File: config.mk
export PLATFORM = sky130hd
export DESIGN_NAME = alu_issue_stage
export DESIGN_NICKNAME = d
export VERILOG_FILES = /design/src/rtl/alu_pkg.sv /design/src/rtl/alu_op_decode.sv /design/src/rtl/alu_issue_stage.sv
export SDC_FILE = /design/constraint.sdc
export NUM_CORES = 1
export LEC_CHECK = 0
export BUFFER_PORTS_ARGS = -buffer_cell sky130_fd_sc_hd__buf_2
export CORE_UTILIZATION = 47
export DETAILED_ROUTE_END_ITERATION = 8
export PLACE_DENSITY = 0.8
export REMOVE_ABC_BUFFERS = 1
export SLEW_MARGIN = 25
export SYNTH_ARGS = -nofsm -noshare
export SYNTH_HDL_FRONTEND = slang
export SYNTH_SLANG_ARGS = --single-unit
File: constraint.sdc
create_clock -name i_clk -period 2.37 [get_ports i_clk]
set_input_delay 0.474 -clock i_clk [delete_from_list [all_inputs] [get_ports i_clk]]
set_output_delay 0.474 -clock i_clk [all_outputs]
set_load 0.005 [all_outputs]
File: src/rtl/alu_pkg.sv
// Shared types and constants for the ALU issue stage: op codes, RV32I opcode/funct7
// values and the registered issue entry.
package alu_pkg;

  localparam int ISSUE_XLEN = 32;

  typedef enum logic [3:0] {
    ALU_ADD  = 4'd0,
    ALU_SUB  = 4'd1,
    ALU_SLT  = 4'd2,
    ALU_SLTU = 4'd3,
    ALU_XOR  = 4'd4,
    ALU_OR   = 4'd5,
    ALU_AND  = 4'd6,
    ALU_SLL  = 4'd7,
    ALU_SRL  = 4'd8,
    ALU_SRA  = 4'd9
  } alu_op_e;

  localparam logic [6:0] OPC_OP     = 7'b0110011;
  localparam logic [6:0] OPC_OP_IMM = 7'b0010011;
  localparam logic [6:0] OPC_LUI    = 7'b0110111;
  localparam logic [6:0] OPC_AUIPC  = 7'b0010111;
  localparam logic [6:0] OPC_LOAD   = 7'b0000011;
  localparam logic [6:0] OPC_STORE  = 7'b0100011;
  localparam logic [6:0] OPC_JAL    = 7'b1101111;
  localparam logic [6:0] OPC_JALR   = 7'b1100111;
  localparam logic [6:0] OPC_BRANCH = 7'b1100011;

  localparam logic [6:0] F7_BASE = 7'b0000000;
  localparam logic [6:0] F7_ALT  = 7'b0100000;

  typedef struct packed {
    logic [ISSUE_XLEN-1:0] operand_a;
    logic [ISSUE_XLEN-1:0] operand_b;
    alu_op_e               alu_op;
    logic [4:0]            rd_addr;
    logic                  rd_we;
    logic                  illegal;
    logic [ISSUE_XLEN-1:0] pc;
  } issue_entry_t;

  // funct3 mapping shared by OP and OP-IMM with funct7 = 0000000.
  function automatic alu_op_e base_op(input logic [2:0] funct3);
    case (funct3)
      3'b000:  return ALU_ADD;
      3'b001:  return ALU_SLL;
      3'b010:  return ALU_SLT;
      3'b011:  return ALU_SLTU;
      3'b100:  return ALU_XOR;
      3'b101:  return ALU_SRL;
      3'b110:  return ALU_OR;
      default: return ALU_AND;
    endcase
  endfunction

endpackage

File: src/rtl/alu_op_decode.sv
// Combinational RV32I decode of one instruction into an ALU issue entry
// (operands, op, destination, writeback enable, illegal flag, pc).
module alu_op_decode
  import alu_pkg::*;
(
  input  logic [ISSUE_XLEN-1:0] instr,
  input  logic [ISSUE_XLEN-1:0] pc,
  input  logic [ISSUE_XLEN-1:0] rs1_data,
  input  logic [ISSUE_XLEN-1:0] rs2_data,
  output issue_entry_t          entry
);

  logic [6:0]            opcode;
  logic [2:0]            funct3;
  logic [6:0]            funct7;
  logic [4:0]            rd;
  logic [ISSUE_XLEN-1:0] imm_i, imm_s, imm_u;

  assign opcode = instr[6:0];
  assign funct3 = instr[14:12];
  assign funct7 = instr[31:25];
  assign rd     = instr[11:7];
  assign imm_i  = {{20{instr[31]}}, instr[31:20]};
  assign imm_s  = {{20{instr[31]}}, instr[31:25], instr[11:7]};
  assign imm_u  = {instr[31:12], 12'b0};

  logic [ISSUE_XLEN-1:0] op_a, op_b;
  alu_op_e               op;
  logic                  we, illegal;

  always_comb begin
    // NOTE: every signal gets a default before the case so no path can infer a latch.
    op_a    = '0;
    op_b    = '0;
    op      = ALU_ADD;
    we      = 1'b0;
    illegal = 1'b0;
    case (opcode)
      OPC_OP: begin
        op_a = rs1_data;
        op_b = rs2_data;
        we   = 1'b1;
        if (funct7 == F7_BASE)                         op = base_op(funct3);
        else if (funct7 == F7_ALT && funct3 == 3'b000) op = ALU_SUB;
        else if (funct7 == F7_ALT && funct3 == 3'b101) op = ALU_SRA;
        else                                           illegal = 1'b1;
      end
      OPC_OP_IMM: begin
        op_a = rs1_data;
        op_b = imm_i;
        we   = 1'b1;
        op   = base_op(funct3);
        // Shift-immediate forms reuse imm[11:5] as funct7.
        if (funct3 == 3'b001 && funct7 != F7_BASE) illegal = 1'b1;
        if (funct3 == 3'b101) begin
          if (funct7 == F7_ALT)       op = ALU_SRA;
          else if (funct7 != F7_BASE) illegal = 1'b1;
        end
      end
      OPC_LUI: begin
        op_b = imm_u;
        we   = 1'b1;
      end
      OPC_AUIPC: begin
        op_a = pc;
        op_b = imm_u;
        we   = 1'b1;
      end
      OPC_LOAD: begin
        op_a = rs1_data;
        op_b = imm_i;
        we   = 1'b1;
      end
      OPC_STORE: begin
        op_a = rs1_data;
        op_b = imm_s;
      end
      OPC_JAL, OPC_JALR: begin
        op_a = pc;
        op_b = 32'd4;
        we   = 1'b1;
      end
      OPC_BRANCH: begin
        op_a = rs1_data;
        op_b = rs2_data;
        case (funct3)
          3'b000, 3'b001: op = ALU_SUB;
          3'b100, 3'b101: op = ALU_SLT;
          3'b110, 3'b111: op = ALU_SLTU;
          default:        illegal = 1'b1;
        endcase
      end
      default: illegal = 1'b1;
    endcase

    if (illegal) begin
      op_a = '0;
      op_b = '0;
      op   = ALU_ADD;
      we   = 1'b0;
    end
    if (rd == 5'd0) we = 1'b0;
  end

  assign entry = '{operand_a: op_a, operand_b: op_b, alu_op: op, rd_addr: rd,
                   rd_we: we, illegal: illegal, pc: pc};

endmodule

File: src/rtl/alu_issue_stage.sv
// ALU issue pipeline register with valid/ready, flush and illegal flagging.
// Define ALU_ISSUE_SKID_EN for a two-entry skid buffer with a registered o_ready.
module alu_issue_stage
  import alu_pkg::*;
#(
  parameter int XLEN = 32
) (
  input  logic            i_clk,
  input  logic            i_rst_n,
  input  logic            i_valid,
  output logic            o_ready,
  input  logic [31:0]     i_instr,
  input  logic [XLEN-1:0] i_pc,
  input  logic [XLEN-1:0] i_rs1_data,
  input  logic [XLEN-1:0] i_rs2_data,
  input  logic            i_flush,
  output logic            o_valid,
  input  logic            i_ready,
  output logic [XLEN-1:0] o_operand_a,
  output logic [XLEN-1:0] o_operand_b,
  output logic [3:0]      o_alu_op,
  output logic [4:0]      o_rd_addr,
  output logic            o_rd_we,
  output logic            o_illegal,
  output logic [XLEN-1:0] o_pc
);

  issue_entry_t dec_entry;
  issue_entry_t out_q;
  logic         out_valid;
  logic         in_xfer, out_xfer;

  alu_op_decode u_decode (
    .instr    (i_instr),
    .pc       (i_pc),
    .rs1_data (i_rs1_data),
    .rs2_data (i_rs2_data),
    .entry    (dec_entry)
  );

  assign in_xfer  = i_valid & o_ready;
  assign out_xfer = out_valid & i_ready;

`ifdef ALU_ISSUE_SKID_EN
  issue_entry_t skid_q;
  logic         skid_valid;
  logic         ready_q;

  always_ff @(posedge i_clk or negedge i_rst_n) begin
    if (!i_rst_n) begin
      out_valid  <= 1'b0;
      out_q      <= '0;
      skid_valid <= 1'b0;
      skid_q     <= '0;
      ready_q    <= 1'b0;
    end else if (i_flush) begin
      out_valid  <= 1'b0;
      skid_valid <= 1'b0;
      ready_q    <= 1'b1;
    end else begin
      // ready_q tracks the next value of ~skid_valid.
      ready_q <= 1'b1;
      if (skid_valid) begin
        if (out_xfer) begin
          out_q      <= skid_q;
          skid_valid <= 1'b0;
        end else begin
          ready_q <= 1'b0;
        end
      end else if (!out_valid || out_xfer) begin
        out_valid <= in_xfer;
        if (in_xfer) out_q <= dec_entry;
      end else if (in_xfer) begin
        skid_q     <= dec_entry;
        skid_valid <= 1'b1;
        ready_q    <= 1'b0;
      end
    end
  end

  assign o_ready = ready_q;
`else
  logic ready_en;

  always_ff @(posedge i_clk or negedge i_rst_n) begin
    if (!i_rst_n) begin
      // NOTE: the payload register is reset too, because every output must read 0 in reset.
      out_valid <= 1'b0;
      out_q     <= '0;
      ready_en  <= 1'b0;
    end else begin
      // NOTE: state updates use non-blocking assignments so all flops sample the same pre-edge values.
      ready_en <= 1'b1;
      if (i_flush) begin
        out_valid <= 1'b0;
      end else if (!out_valid || out_xfer) begin
        out_valid <= in_xfer;
        if (in_xfer) out_q <= dec_entry;
      end
    end
  end

  assign o_ready = ready_en & (~out_valid | i_ready);
`endif

  assign o_valid     = out_valid;
  assign o_operand_a = out_q.operand_a;
  assign o_operand_b = out_q.operand_b;
  assign o_alu_op    = out_q.alu_op;
  assign o_rd_addr   = out_q.rd_addr;
  assign o_rd_we     = out_q.rd_we;
  assign o_illegal   = out_q.illegal;
  assign o_pc        = out_q.pc;

endmodule

# Word level (Yosys, flattened, before mapping)
# Cells that the tools add are included.
[word_totals]
ff_bits = 109
output_inout_bits = 109
[classes]
eq_ne = 17
mux = 27
bitwise_logic = 6
n_reduce_logical = 23
[op_table]
columns = ["cell", "n"]
rows = [
  ["32-bit case mux with 5 select lines", 1],
  ["32-bit two-way mux", 2],
  ["32-bit case mux with 2 select lines", 1],
  ["7-bit by 6-bit == test with 1-bit output, second input constant", 4],
  ["4-bit case mux with 7 select lines", 1],
  ["4-bit two-way mux", 6],
  ["7-bit == test, second input constant", 3],
  ["7-bit by 5-bit == test with 1-bit output, second input constant", 2],
  ["2-bit OR reduction", 7],
  ["1-bit two-way mux", 13],
  ["3-bit == test, second input constant", 4],
  ["4-bit case mux with 3 select lines", 1],
  ["6-bit OR reduction", 2],
  ["7-bit by 2-bit == test with 1-bit output, second input constant", 1],
  ["7-bit zero test", 1],
  ["7-bit nonzero test", 1],
  ["7-bit OR reduction", 1],
  ["3-bit by 2-bit == test with 1-bit output, second input constant", 2],
  ["2-bit case mux with 3 select lines", 1],
  ["5-bit zero test", 1],
  ["5-bit OR reduction", 1],
  ["1-bit case mux with 4 select lines", 1],
  ["1-bit AND", 3],
  ["3-bit by 1-bit == test with 1-bit output, second input constant", 1],
  ["other kinds (9)", 12],
]

# Depth between registers and ports, before layout
[logic_depth]
ltp_word = 9
ltp_mapped = 8
ltp_nobuf = 5

# By module
# Synthesis repeated with hierarchy kept, for this count alone.
[hier_totals]
hier_cells = 542
hier_area_um2 = 5985.7
[by_module_without_submodules]
columns = ["module", "instances", "cells_each", "area_per_inst_um2"]
rows = [
  ["alu_issue_stage", 1, 233, 4117.7],
  ["alu_op_decode", 1, 309, 1868.0],
]

# Worst setup path after synthesis
# Ideal clock, no wire load.
[synth_timing]
kind = "in2reg"
start = "in i_instr[26]"
end = "reg out_q (netlist bit o_illegal)"
t_arrival_ns = 2.496
path_slack_ns = -0.245
stages = 7
cell_sequence = "or4_1 > or3_4 > o211a_1 > or4_4 > buf_6 > buf_6 > o21a_1"
[synth_via]
elab_chain_cells = 7
elab_cells_between_ends = 14
[synth_lines]
columns = ["element", "line", "rtl"]
rows = [
  ["from (decl)", "alu_issue_stage.sv:12", "input logic [31:0] i_instr,"],
  ["7-bit nonzero test", "alu_op_decode.sv:54, alu_op_decode.sv:57", ""],
  ["1-bit logical AND", "alu_op_decode.sv:54", "if (funct3 == 3'b001 && funct7 != F7_BASE) illegal = 1'b1;"],
  ["1-bit two-way mux", "alu_op_decode.sv:54", ""],
  ["1-bit two-way mux", "alu_op_decode.sv:57", "else if (funct7 != F7_BASE) illegal = 1'b1;"],
  ["1-bit two-way mux", "alu_op_decode.sv:56", "if (funct7 == F7_ALT) op = ALU_SRA;"],
  ["1-bit two-way mux", "alu_op_decode.sv:55", "if (funct3 == 3'b101) begin"],
  ["1-bit case mux with 4 select lines *", "alu_op_decode.sv:38", "case (opcode)"],
  ["to (signal assigned)", "alu_issue_stage.sv:98", "if (in_xfer) out_q <= dec_entry;"],
  ["to (decl)", "alu_issue_stage.sv:29", "issue_entry_t out_q;"],
]
# Every way passes the cells marked *; elsewhere a longest branch is shown, timed or not.
# A chain may end at the register's enable or synchronous reset.

# Worst setup path in the final report
[layout_timing]
start = "in i_instr[26]"
end = "reg out_q (netlist bit o_operand_a[27])"
[layout_via]
elab_chain_cells = 8
elab_cells_between_ends = 15
[layout_lines]
columns = ["element", "line", "rtl"]
rows = [
  ["7-bit nonzero test", "alu_op_decode.sv:54, alu_op_decode.sv:57", ""],
  ["1-bit logical AND", "alu_op_decode.sv:54", ""],
  ["1-bit two-way mux", "alu_op_decode.sv:54", ""],
  ["1-bit two-way mux", "alu_op_decode.sv:57", ""],
  ["1-bit two-way mux", "alu_op_decode.sv:56", ""],
  ["1-bit two-way mux", "alu_op_decode.sv:55", ""],
  ["1-bit case mux with 4 select lines *", "alu_op_decode.sv:38", ""],
  ["32-bit two-way mux *", "alu_op_decode.sv:96", "if (illegal) begin"],
]
# Marks and branches as above.

==> impl_metrics.py <==
metrics = {
    "routing": {
        "vias": 5074,
        "final_antenna_net_count": 0,
        "first_pass_iters": 8,
        "remaining_drc_errors": 0,
        "detail_route.wl_per_cell_um": 16.53,
        "vias_per_cell": 5.503,
        "routed_wl_um": 15240,
        "drt_first_iter_violations": 334,
    },
    "synthesis": {
        "yosysTopAreaCell": "sky130_fd_sc_hd__dfrtp_1",
        "synth_top_family_by_area": "compound AO/OA/AOI/OAI gates",
        "synth_seq_cells": 109,
        "synth-simple-area-share_pct": 19.69,
        "netlist_top_cells_area": "sky130_fd_sc_hd__dfrtp_1 53%, sky130_fd_sc_hd__nand2_1 14%, sky130_fd_sc_hd__o21ai_2 6.7%, sky130_fd_sc_hd__a22oi_1 5.7%, sky130_fd_sc_hd__a221oi_1 3.6%",
        "post_synth.cell_area_avg_um2": 9.336,
        "synth_mux_area_share_pct": 0,
        "synth-edff-count": 0,
        "synth.top_cell.area_share_pct": 53.31,
        "synth_top_cells_by_count": "186 x sky130_fd_sc_hd__nand2_1, 109 x sky130_fd_sc_hd__dfrtp_1, 39 x sky130_fd_sc_hd__a22oi_1, 39 x sky130_fd_sc_hd__o21ai_2, 37 x sky130_fd_sc_hd__clkbuf_1",
        "synth_cell_types": 39,
        "synthArstFlopShare_pct": 100.0,
        "yosysMostFrequentCell": "sky130_fd_sc_hd__nand2_1",
        "synth_compound_area_share_pct": 22.38,
        "synth.cell_area_um2": 5116,
        "gate_count_of_the_mapped_netlist": 548,
        "post_synth_fa_ha_maj_area_fraction_pct": 0,
        "ys.warnings.count": 0,
        "synthFlopType": "sky130_fd_sc_hd__dfrtp_1",
        "synth-seq-area-share_pct": 53.31,
        "synth-xor-area-share_pct": 0.5136,
    },
    "global_route": {
        "vias_in_the_first_global_route": 4884,
        "grt_first_pass_wirelength_um": 24180,
        "globalRouteOverflowTotal": 0,
        "largest_net_degree_at_the_start_of_global_routing": 62,
        "globalRouteTotalUtil_pct": 27.04,
        "grt_antenna_before_repair": 0,
    },
    "sta": {
        "slew-limit-headroom_pct": 60.69,
        "fin_crit_ns": 2.397,
        "setup_viol_count_final": 9,
        "timing.final.ws_setup_ns": -0.02704,
        "clock_skew_ns": 0.01329,
        "timing.setup.tns_ns": -0.08821,
        "final_hold_viol_count": 0,
        "grt_setup_unrepaired": "true",
        "max_slew.worst_pin.slew_ns": 0.5851,
        "fmaxAchievable_ghz": 0.4172,
        "slew_violations": 0,
        "fraction_of_the_cycle_the_final_worst_path_needs_pct": 101.1,
    },
    "critical_path": {
        "worst_reg2reg_path_length_in_cells": 6,
        "critical_path.endpoint_type": "flip-flop",
        "timing_worst_setup_path_type": "primary input to flip-flop",
        "worst-endpoint-required_ns": 2.65,
        "reg2reg_to": "o_operand_a[27]",
        "rrSetupSlack_ns": 0.38,
        "timing.rr.start": "o_valid",
        "crit_fanout": 26,
        "startpoint_type": "primary input",
        "worst_ep_arrival_time_ns": 2.68,
    },
    "pwr": {
        "static-leakage-power_nw": 3.509,
        "finalPower_w": 0.003958,
        "ir_worst_vdd_v": 0.0004029,
        "power_density_nw_per_um2": 577.5,
    },
    "die": {
        "start_util_pct": 49.12,
        "io-pin-count": 242,
        "floorplan.die_area_um2": 11310,
        "die_height_um": 106.3,
        "floorplan.die.width_um": 106.3,
        "fp-row-count": 37,
        "core_region_area_um2": 10420,
    },
    "layout": {
        "nFillCells": 862,
        "nNetsFinal": 914,
        "antenna-diode-count": 0,
        "layout-drive-gt1-share_pct": 41.98,
        "final_core_util_pct": 65.80,
        "area_grow_syn2layout_pct": 33.97,
    },
    "clock_tree": {
        "insertion_delay_ns": 0.36,
        "cts.hold.buffers_added": 0,
        "clk_pin_slew_ns": 0.11,
        "tritoncts_num_sinks": 109,
        "cts_buffers": 9,
        "buffer_levels_on_the_longest_clock_path": 2,
        "clock_tree.root_cell": "sky130_fd_sc_hd__clkbuf_8",
        "ctsHtreeMaxLevel": 3,
        "tritoncts": "yes",
    },
    "place": {
        "dpl.hpwl_um": 11220,
        "pre_cts_ws_ns": -0.4777,
        "io_buffers": 241,
        "gp_routability_congestion": 0.8880,
    },
    "worst_hold_path": {
        "worst_hold_check_path_type": "primary input to async pin",
    },
    "outcome": {
        "failed_checks": "negative setup slack",
        "outcome": "finished with violations",
    },
    "job": {
        "maxCapViolations": 0,
    },
}
metal layers:
layer,GRT usage [%],vias to the layer above,share of wire [%]
met4,9.821,0,2.4
met5,0,-,0
li1,-,2385,-
met2,45.50,239,50
met1,35.58,2418,41
met3,3.801,32,6.3
critical path, cell delays in order:
cell and delay, ns:
sky130_fd_sc_hd__buf_6 0.09, sky130_fd_sc_hd__or4_4 0.54, sky130_fd_sc_hd__or3_4 0.34, sky130_fd_sc_hd__o211a_1 0.24
sky130_fd_sc_hd__or4_4 0.60, sky130_fd_sc_hd__buf_12 0.21, sky130_fd_sc_hd__o21ai_2 0.15
how the worst max path moves through the flow:
| stage | endpoint | slack (ns) | start | cells after the start |
|---|---|---|---|---|
| after global routing | o_operand_a[30] | -0.05 | i_instr[26] | 7 |
| after global placement | o_operand_b[4] | -0.41 | i_instr[25] | 7 |
| final | o_operand_a[27] | -0.03 | i_instr[26] | 7 |
| after detailed placement | o_operand_b[8] | -0.48 | i_instr[25] | 7 |
| after floorplan | o_rd_addr[2] | -0.88 | i_ready | 4 |
| after CTS | o_operand_a[27] | -0.01 | i_instr[26] | 7 |
registers in the layout (all words and copies together), names as in the netlist:
register,cells
o_valid,1
o_operand_a,32
o_rd_addr,5
o_pc,32
ready_en,1
o_alu_op,4
o_illegal,1
o_rd_we,1
o_operand_b,32
cell usage in the layout, fill, tap and decap left out, types with 2 or more instances in the layout:
cell type	n
sky130_fd_sc_hd__buf_4	20
sky130_fd_sc_hd__buf_12	5
sky130_fd_sc_hd__o21ai_2	41
sky130_fd_sc_hd__a221oi_1	21
sky130_fd_sc_hd__xor2_1	2
sky130_fd_sc_hd__a22oi_1	39
sky130_fd_sc_hd__nor2b_1	5
sky130_fd_sc_hd__nand2_1	186
sky130_fd_sc_hd__nand3b_1	4
sky130_fd_sc_hd__a21oi_1	7
sky130_fd_sc_hd__clkinv_4	2
sky130_fd_sc_hd__dfrtp_1	109
sky130_fd_sc_hd__buf_2	238
sky130_fd_sc_hd__clkbuf_8	9
sky130_fd_sc_hd__and2_1	4
sky130_fd_sc_hd__o21ai_1	23
sky130_fd_sc_hd__bufinv_16	3
sky130_fd_sc_hd__nor3b_1	4
sky130_fd_sc_hd__a222oi_1	4
sky130_fd_sc_hd__or3_1	2
sky130_fd_sc_hd__or4_4	2
sky130_fd_sc_hd__nor2_1	7
sky130_fd_sc_hd__buf_6	2
sky130_fd_sc_hd__nor3_1	7
sky130_fd_sc_hd__o21ai_0	11
sky130_fd_sc_hd__nand2b_1	3
sky130_fd_sc_hd__o21a_1	3
report_power, final:
group          switching (W)  total, W  internal, W
logic               0.000296  0.000542     0.000245
registers          0.0000615   0.00203      0.00197
clock network       0.000666   0.00138     0.000719
total                0.00102   0.00396      0.00293
kinds of logic after synthesis:
group | Yosys count
buffers and inverters | 45
XOR/XNOR | 3
flip-flops | 109
AND/OR/NAND/NOR | 235
AO/OA/AOI/OAI | 155
other | 1
cell type report:
type / instances / area, um2 / area share, %
clock buffers: 9 / 123.9 / 1.807
clock inverters: 7 / 132.6 / 1.935
inverters: 1 / 3.754 / 0.05476
multi-input cells: 394 / 2205 / 32.16
flip-flops and latches: 109 / 2728 / 39.80
well taps: 136 / 170.2 / 2.483
repair buffers: 266 / 1491 / 21.76
what timing repair did:
action                     4_1_cts  5_1_grt
hold endpoints to repair         0        0
gates resized for setup         16       16
setup buffers                    0        0
cloned                           1        0
pin swaps                        0        5
setup endpoints to repair       51       38
stage by stage:
step,instance area [um2],cells,hold WS [ns]
global route,6854,922,0.09572
floorplan,4913,504,0.1784
finish,6854,922,0.07879
detailed placement,6546,905,0.4611
global placement,6546,905,0.4525
CTS,6847,922,0.08466
No activity file was read; power rests on OpenSTA's default activity.
